--- src/rtl/btn_pkg.sv ---
// Shared definitions for the push-button debouncer: FSM state encoding,
// button count and the one-hot test used when a press is accepted.
package btn_pkg;

  localparam int BTN_N = 4;

  typedef enum logic [1:0] {
    IDLE    = 2'd0,
    SETTLE  = 2'd1,
    HELD    = 2'd2,
    RELEASE = 2'd3
  } state_e;

  function automatic logic is_onehot(input logic [BTN_N-1:0] v);
    return (v != '0) && ((v & (v - 1'b1)) == '0);
  endfunction

endpackage

--- src/rtl/sync_2ff.sv ---
// Two-flop synchroniser for asynchronous level inputs; both stages clear
// on reset so a level held through reset is seen afresh afterwards.
module sync_2ff #(
  parameter int W = 1
) (
  input  logic         clk,
  input  logic         rst_n,
  input  logic [W-1:0] d_i,
  output logic [W-1:0] q_o
);

  logic [W-1:0] meta_q;
  logic [W-1:0] sync_q;

  always_ff @(posedge clk or negedge rst_n) begin
    if (!rst_n) begin
      meta_q <= '0;
      sync_q <= '0;
    end else begin
      meta_q <= d_i;
      sync_q <= meta_q;
    end
  end

  assign q_o = sync_q;

endmodule

--- src/rtl/btn_onehot_debounce.sv ---
// Debounces four raw buttons into a one-hot code + enable for the encoder.
// Optional macro BTN_LATCH_EN: keep the last accepted code on release/roll-over.
module btn_onehot_debounce
  import btn_pkg::*;
#(
  parameter int DEBOUNCE_CYCLES = 4,
  parameter int CNT_W           = 16
) (
  input  logic             clk,
  input  logic             rst_n,
  input  logic [BTN_N-1:0] btn,
  output logic [BTN_N-1:0] onehot,
  output logic             en,
  output logic             valid,
  output logic             multi
);

  localparam logic [CNT_W-1:0] CNT_LAST = CNT_W'(DEBOUNCE_CYCLES - 1);
`ifdef BTN_LATCH_EN
  localparam logic CLEAR_ON_DROP = 1'b0;
`else
  localparam logic CLEAR_ON_DROP = 1'b1;
`endif

  logic [BTN_N-1:0] btn_s;

  state_e           state_q,  state_d;
  logic [BTN_N-1:0] cand_q,   cand_d;
  logic [CNT_W-1:0] cnt_q,    cnt_d;
  logic [BTN_N-1:0] onehot_q, onehot_d;
  logic             en_q,     en_d;
  logic             valid_q,  valid_d;
  logic             multi_q,  multi_d;

  sync_2ff #(.W(BTN_N)) u_sync (
    .clk   (clk),
    .rst_n (rst_n),
    .d_i   (btn),
    .q_o   (btn_s)
  );

  always_ff @(posedge clk or negedge rst_n) begin
    if (!rst_n) begin
      state_q  <= IDLE;
      cand_q   <= '0;
      cnt_q    <= '0;
      onehot_q <= '0;
      en_q     <= 1'b0;
      valid_q  <= 1'b0;
      multi_q  <= 1'b0;
    end else begin
      state_q  <= state_d;
      cand_q   <= cand_d;
      cnt_q    <= cnt_d;
      onehot_q <= onehot_d;
      en_q     <= en_d;
      valid_q  <= valid_d;
      multi_q  <= multi_d;
    end
  end

  always_comb begin
    state_d  = state_q;
    cand_d   = cand_q;
    cnt_d    = cnt_q;
    onehot_d = onehot_q;
    en_d     = en_q;
    valid_d  = 1'b0;
    multi_d  = multi_q;

    case (state_q)
      IDLE: begin
        if (btn_s != '0) begin
          cand_d  = btn_s;
          cnt_d   = '0;
          state_d = SETTLE;
        end
      end
      SETTLE: begin
        if (btn_s == '0) begin
          state_d = IDLE;
        end else if (btn_s != cand_q) begin
          cand_d = btn_s;
          cnt_d  = '0;
        end else if (cnt_q == CNT_LAST) begin
          state_d = HELD;
          // A multi-button chord is flagged but never forwarded to the encoder
          if (is_onehot(cand_q)) begin
            onehot_d = cand_q;
            en_d     = 1'b1;
            valid_d  = 1'b1;
          end else begin
            onehot_d = '0;
            en_d     = 1'b0;
            multi_d  = 1'b1;
          end
        end else begin
          cnt_d = cnt_q + CNT_W'(1);
        end
      end
      HELD: begin
        if (btn_s != cand_q) begin
          cnt_d   = '0;
          state_d = RELEASE;
        end
      end
      RELEASE: begin
        if (btn_s == cand_q) begin
          state_d = HELD;
        end else if (btn_s != '0) begin
          cand_d  = btn_s;
          cnt_d   = '0;
          state_d = SETTLE;
          multi_d = 1'b0;
          if (CLEAR_ON_DROP) begin
            onehot_d = '0;
            en_d     = 1'b0;
          end
        end else if (cnt_q == CNT_LAST) begin
          state_d = IDLE;
          multi_d = 1'b0;
          if (CLEAR_ON_DROP) begin
            onehot_d = '0;
            en_d     = 1'b0;
          end
        end else begin
          cnt_d = cnt_q + CNT_W'(1);
        end
      end
      default: state_d = IDLE;
    endcase
  end

  assign onehot = onehot_q;
  assign en     = en_q;
  assign valid  = valid_q;
  assign multi  = multi_q;

endmodule
--- config.mk ---
export PLATFORM = sky130hd
export DESIGN_NAME = btn_onehot_debounce
export DESIGN_NICKNAME = d
export VERILOG_FILES = /design/src/rtl/btn_pkg.sv /design/src/rtl/sync_2ff.sv /design/src/rtl/btn_onehot_debounce.sv
export SDC_FILE = /design/constraint.sdc
export NUM_CORES = 1
export LEC_CHECK = 0
export ABC_AREA = 1
export CORE_MARGIN = 3
export CORE_UTILIZATION = 63
export CTS_CLUSTER_DIAMETER = 40
export DETAILED_ROUTE_END_ITERATION = 6
export DONT_BUFFER_PORTS = 1
export GPL_ROUTABILITY_DRIVEN = 1
export GPL_TIMING_DRIVEN = 0
export PLACE_DENSITY_LB_ADDON = 0.25
export SLEW_MARGIN = 20
export SYNTH_ARGS = -nofsm -noshare
export SYNTH_HDL_FRONTEND = slang
export SYNTH_HIERARCHICAL = 1
export SYNTH_SLANG_ARGS = --single-unit
export TNS_END_PERCENT = 30
--- constraint.sdc ---
create_clock -name clk -period 1.7 [get_ports clk]
set_input_delay 0.34 -clock clk [delete_from_list [all_inputs] [get_ports clk]]
set_output_delay 0.34 -clock clk [all_outputs]
set_load 0.005 [all_outputs]
==> results of run 1 <==
-- repair_timing --
item,in CTS,in global routing
gates resized for setup,1,14
buffers inserted,1,3
hold buffers,6,0
hold endpoints to repair,41,0
setup endpoints to repair,6,17
pin swaps,0,3
-- flip-flops by register name, summed over array words and instances, names as in the netlist --
register and count:
u_sync/meta_q 4, cand_q 4, cnt_q 16, en 1, valid 1, onehot 4
u_sync/q_o 4, state_q 2, multi 1
-- per-layer routing --
layer  up-vias  wire length [um]
li1       1076                 -
met2        76              2268
met1       969              2343
met4         0               119
met5         -                 0
met3        16               321
-- critical path: cells and delay by family (launching register included) --
family | cells | cell delay [ns]
buf+inv | 2 | 0.16
simple gates | 9 | 0.82
flops | 1 | 0.45
fa+ha+maj | 1 | 0.19
-- worst paths after layout --
check                            startpoint  cells past startpoint             to
setup / recovery                   cnt_q[1]                     12             en
hold / removal             u_sync/meta_q[3]                      0  u_sync/q_o[3]
setup reg to reg                   cnt_q[1]                     12             en
hold reg to reg            u_sync/meta_q[3]                      0  u_sync/q_o[3]
max in group asynchronous             rst_n                      2     state_q[0]
min in group asynchronous             rst_n                      2      cand_q[2]
-- kinds of logic after synthesis --
| group | Yosys count |
|---|---|
| adders and majority gates | 1 |
| buffers and inverters | 42 |
| AOI/OAI and AO/OA | 13 |
| xor gates and xnor gates | 5 |
| and+or+nand+nor | 234 |
| DFF | 37 |
-- layout make-up --
| class | instances | share of cell area [%] |
|---|---|---|
| Inverter | 37 | 5.490 |
| Sequential cell | 37 | 36.65 |
| Multi-Input combinational cell | 253 | 47.97 |
| Tap cell | 46 | 2.275 |
| Timing Repair Buffer | 10 | 4.105 |
| Buffer | 5 | 1.187 |
| Clock inverter | 3 | 0.8408 |
| Clock buffer | 5 | 1.484 |
-- layout by cell type (no fill, tap or decap) --
master	netlist	layout
inv_2	7	8
o22ai_1	2	2
a21oi_1	2	2
buf_4	0	3
o21bai_1	1	1
nor3_2	1	2
nand3_2	3	4
buf_12	0	1
nand2_1	120	116
nand3_1	38	37
dfrtp_1	37	36
nor2_4	3	5
ha_4	0	1
nor2_1	45	44
nand2_2	8	11
buf_2	3	3
inv_6	0	1
nor2_2	2	1
clkbuf_4	0	5
buf_6	1	2
nor3_1	6	5
nand2_4	2	3
clkinvlp_4	0	1
clkbuf_1	1	1
a31oi_1	1	1
nand4_1	6	6
clkinv_2	0	1
dlygate4sd3_1	0	5
inv_1	30	29
o21ai_1	2	2
dfrtp_2	0	1
o21ai_0	5	5
xor2_1	5	5
-- power by group through the flow --
| stage | Combinational, mW | Sequential [mW] | Clock [mW] |
|---|---|---|---|
| floorplan | 1.04 | 1.17 | 0 |
| global placement | 1.25 | 1.20 | 0 |
| detailed placement | 1.28 | 1.21 | 0 |
| CTS | 1.34 | 1.19 | 0.497 |
| global route | 1.66 | 1.23 | 0.529 |
| finish | 1.46 | 1.21 | 0.481 |
==> results.md, run 1 <==
* Outcome: finished, final reports clean
* Worst relative slew slack at 69.95%
* Tmin final at 1.680 ns
* Max cap viols at 0
* Initial DRC Count at 176
* Fin Setup TNS at 0 ns
* Via count at 2,137
* Final setup violation count at 0
* Sequential area share after synthesis at 41.00%
* Post-synthesis compound-gate area fraction at 3.158%
* Finished Layout Cells at 396
* Wire per inst at 12.76 um
* Unrepaired setup endpoints after global routing: true
* Design Power at 3.145 mW
* Largest net degree at the start of global routing at 38
* Max FO, Critical Path at 5
* CTS Buf Count at 5
* Area of placed instances at 2316 sq um
* Netlist Area Pre-Place at 2258 sq um
* Multi-input logic area at 1214 sq um
* Gpl congestion at 0.9011
* Clock group share of total power at 15.3%
* Data arrival time of the worst path at 1.98 ns
* CP required at 2.00 ns
* Port buffer count at 0
* H-tree depth at 2
* Die area at 4340 sq um
* Final wirelength at 5053 um
* Simple-Gate Fraction of Synth Area at 45.87%
* Antenna violations before repair at 0
* Total track usage at 25.64%
* GR met3 Demand/Resource at 5.272%
* Dominant cell type by area after synthesis: dfrtp_1
* Met2 Usage GRT at 39.30%
* DRC errors left at 0
* Final Slew Violations at 0
* Die height at 65.88 um
* Setup WS pre-CTS at -0.05756 ns
* Inst Count DP at 378
* Post-DP HPWL at 3547 um
* Final worst path period share at 98.85%
* DR pass1 iterations at 5
* CTS root buffer: clkbuf_4
* Worst-skew pair later-pin latency at 0.36 ns
* Multiplexer share of the synthesized area at 0%
* Pint at 1.679 mW
* CTS clk-pin slew, worst paths at 0.12 ns
* Kind of critical path: reg -> reg
* Fmax at 0.5951 GHz
* Antenna fix cells at 0
* Top Usage Layer GRT: met2
* Logic gate share of total power at 46.3%
* CP peak stage delay at 0.45 ns
* Worst VDD drop at 1026 uV
* Flops & latches, synth at 37
* Post-synth EDFFs at 0
* Final instance area at 2530 sq um
* Die X at 65.88 um
* Distinct cell type count after synthesis at 25
* CP Cell Sequence: ha_4 > inv_2 > nor2_1 > nand2_1 > nor2_1 > nand2_1 > nand2_2 > nand2_2 > nor2_4 > buf_6 > nand3_1 > nand2_1
* Startpoint Class: flop
* Dominant cell by count in the synthesized netlist: nand2_1
* Post-synth top cells: 120 x nand2_1, 45 x nor2_1, 38 x nand3_1
* Synthesized area per cell at 6.802 sq um
* Fin Hold WS at 0.3611 ns
* Reg power frac at 38.4%
* Core Footprint at 3390 sq um
* Fin nets at 356
* Vias per Instance at 5.396
* TritonCTS clock tree: built
* Filler instances at 271
* Yosys top cell area share at 41.00%
* Syn nets at 339
* Switching power total at 1.466 mW
* # IOs at 13
* GRT overflow at 0
* Top FF cell, synth: dfrtp_1
* Final worst slack at 0.01962 ns
* Final Hold Viols at 0
* Xor/xnor cell area share of the yosys netlist at 1.939%
* Share of cells above drive strength 1 at 15.14%
* Adder-cell share of the synthesized area at 0.5540%
* Critical-path top delay cell: dfrtp_1
* Cells after synthesis at 332
* Tightest Pin Transition at 0.4507 ns
* Antenna violation net count after detailed routing at 0
* Largest family of logic cells by synthesized area: simple AND/OR/NAND/NOR gates
* Clock Sinks at 37
* Starting Density at 66.63%
* R2R Setup Slk at 0.02 ns
* Crit path top cell by count: nand2_1
* Met1 Use GR at 35.81%
* Yosys warnings at 6
* Maximum root-to-sink buffer count at 2
* Area delta synth->final at 12.02%
* Asr flop ratio synth at 100.0%
* Largest cells by area after synthesis: dfrtp_1 41%, nand2_1 20%, nand3_1 8.4%
* Hold Path Class: reg -> reg
* First-pass GRT wire length at 8521 um
* Cell area power density at 1243 nW/um^2
* P_leak at 1.340 nW
* Crit. End Element: flop
* Vias in the first global route at 1,903
* Num rows at 21
* Sequential cell area at 927.1 sq um
* Post-Route Skew at 0.008120 ns
* Switch share at 46.62%
* Final Util at 74.64%
(Power assumes the default switching activity.)
==> run 2, diff against run 1 <==
Settings changed: CORE_UTILIZATION 63 to 30.
==> run 2 against run 1 <==
Clock power rose by 36%. Total power is 3.9% higher. Largest cell class unchanged. Largest power group unchanged. Clock skew is 0.0021 ns lower. Sequential share of layout area is 0.85 points lower. Cell count grew 13%. Global-route usage down 13 points. Cell area grew 2.5%. First-iteration DRC count decreased by 26%.
==> results.md, run 2 (synthesized netlist as in run 1, its figures left out) <==
* Final wirelength at 5097 um
* # IOs at 13
* Vias in the first global route at 1,824
* Fin nets at 354
* Largest net degree at the start of global routing at 38
* Die height at 92.77 um
* GRT overflow at 0
* Commonest non-fill, non-tap cell in the layout: nand2_1
* DRC errors left at 0
* Wire per inst at 11.40 um
* Area delta synth->final at 14.85%
* Inst Count DP at 431
* Clock Sinks at 37
* Max cap viols at 0
* Outcome: finished, final reports clean
* First-pass GRT wire length at 8901 um
* Reg2Reg Launch Point: cnt_q[0]
* Finished Layout Cells at 447
* Die X at 92.77 um
* Total track usage at 12.74%
* P_leak at 1.340 nW
* Initial DRC Count at 131
* Worst setup path start: cnt_q[0]
* Vias per Instance at 4.577
* Gpl congestion at 0.8744
* Share of cells above drive strength 1 at 15.23%
* Hold Path Class: in -> reg
* Antenna violation net count after detailed routing at 0
* Antenna violations before repair at 0
* Fin Setup TNS at 0 ns
* Data arrival time of the worst path at 1.84 ns
* Final setup violation count at 0
* Kind of critical path: reg -> reg
* Die area at 8605 sq um
* Post-DP HPWL at 3734 um
* Worst-skew pair later-pin latency at 0.30 ns
* Startpoint Class: flop
* Via count at 2,046
* Unrepaired setup endpoints after global routing: true
* Tmin final at 1.591 ns
* Starting Density at 30.97%
* Core Footprint at 7292 sq um
* Final Hold Viols at 0
* Design Power at 3.267 mW
* Final worst path period share at 93.60%
* Post-Route Skew at 0.005975 ns
* Antenna fix cells at 0
* Worst relative slew slack at 69.69%
* Final Slew Violations at 0
* Max FO, Critical Path at 4
* CTS root buffer: clkbuf_8
* Crit. End Element: flop
* Num rows at 31
* Fmax at 0.6285 GHz
* CTS clk-pin slew, worst paths at 0.08 ns
* Maximum root-to-sink buffer count at 2
* DR pass1 iterations at 4
* Port buffer count at 0
* TritonCTS clock tree: built
* Most frequent cells in the layout: 118 x nand2_1, 43 x nor2_1, 38 x nand3_1
* Cell area power density at 1259 nW/um^2
* H-tree depth at 2
* Hold wc startpoint: btn[2]
* CTS Buf Count at 5
* Tightest Pin Transition at 0.4546 ns
* Worst VDD drop at 397.4 uV
* Biggest register: cnt_q
* Largest register FFs at 16
* CP required at 1.94 ns
[run 2: repair_timing]
action	CTS	global route
hold endpoints to repair	37	0
setup endpoints to repair	6	13
resized for setup	2	11
hold buffers	2	0
setup buffers	2	4
pin swaps	2	3
[run 2: worst paths after layout]
kind | end | slack (ns) | cells past startpoint
max | onehot[2] | 0.11 | 12
max reg2reg | onehot[2] | 0.11 | 12
min | u_sync/meta_q[2] | 0.06 | 0
max in group asynchronous | cnt_q[0] | 1.00 | 2
min in group asynchronous | cnt_q[3] | 0.49 | 2
min reg2reg | u_sync/q_o[1] | 0.35 | 0
[run 2: where the power goes]
group	internal [mW]	switching [mW]	leakage, nW
sequential	1.04	0.169	0.476
combinational	0.475	0.933	0.816
clock	0.291	0.361	0.0481
total	1.80	1.46	1.34
[run 2: stage by stage]
stage               hold WS (ns)  utilization [%]  setup WS (ns)  instance area (sq um)
global route             0.04234            35.57       -0.03559                   2594
finish                   0.06266            35.57         0.1089                   2594
CTS                      0.05651            34.71       0.003869                   2531
global placement         0.04560            32.67       -0.06621                   2382
detailed placement       0.04569            32.67       -0.07128                   2382
floorplan                0.04441                -         0.1878                   2258
[run 2: routing by layer]
layer,GRT usage (%),vias to the layer above,wire [um]
li1,-,1066,-
met1,18.41,932,2581
met2,18.60,40,2183
met3,2.600,8,241
met4,4.762,0,90
met5,0,-,0
[run 2: cell type report]
type	instances	area, sq um
buffer	5	30.03
clock buffer	5	68.82
clock inverter	3	22.52
fill	817	4698
inverter	37	138.9
multi-input combinational	253	1206
sequential	37	928.4
tap	99	123.9
timing repair buffer	8	75.07
[run 2: critical path, stage by stage (launching register included)]
cell     delay, ns
dfrtp_2       0.42
ha_4          0.16
inv_1         0.04
nor2_1        0.07
nand2_1       0.08
nor2_1        0.10
nand2_1       0.10
nand2_2       0.11
nand2_2       0.07
nor2_4        0.13
buf_4         0.14
nand3_1       0.05
nand2_1       0.07
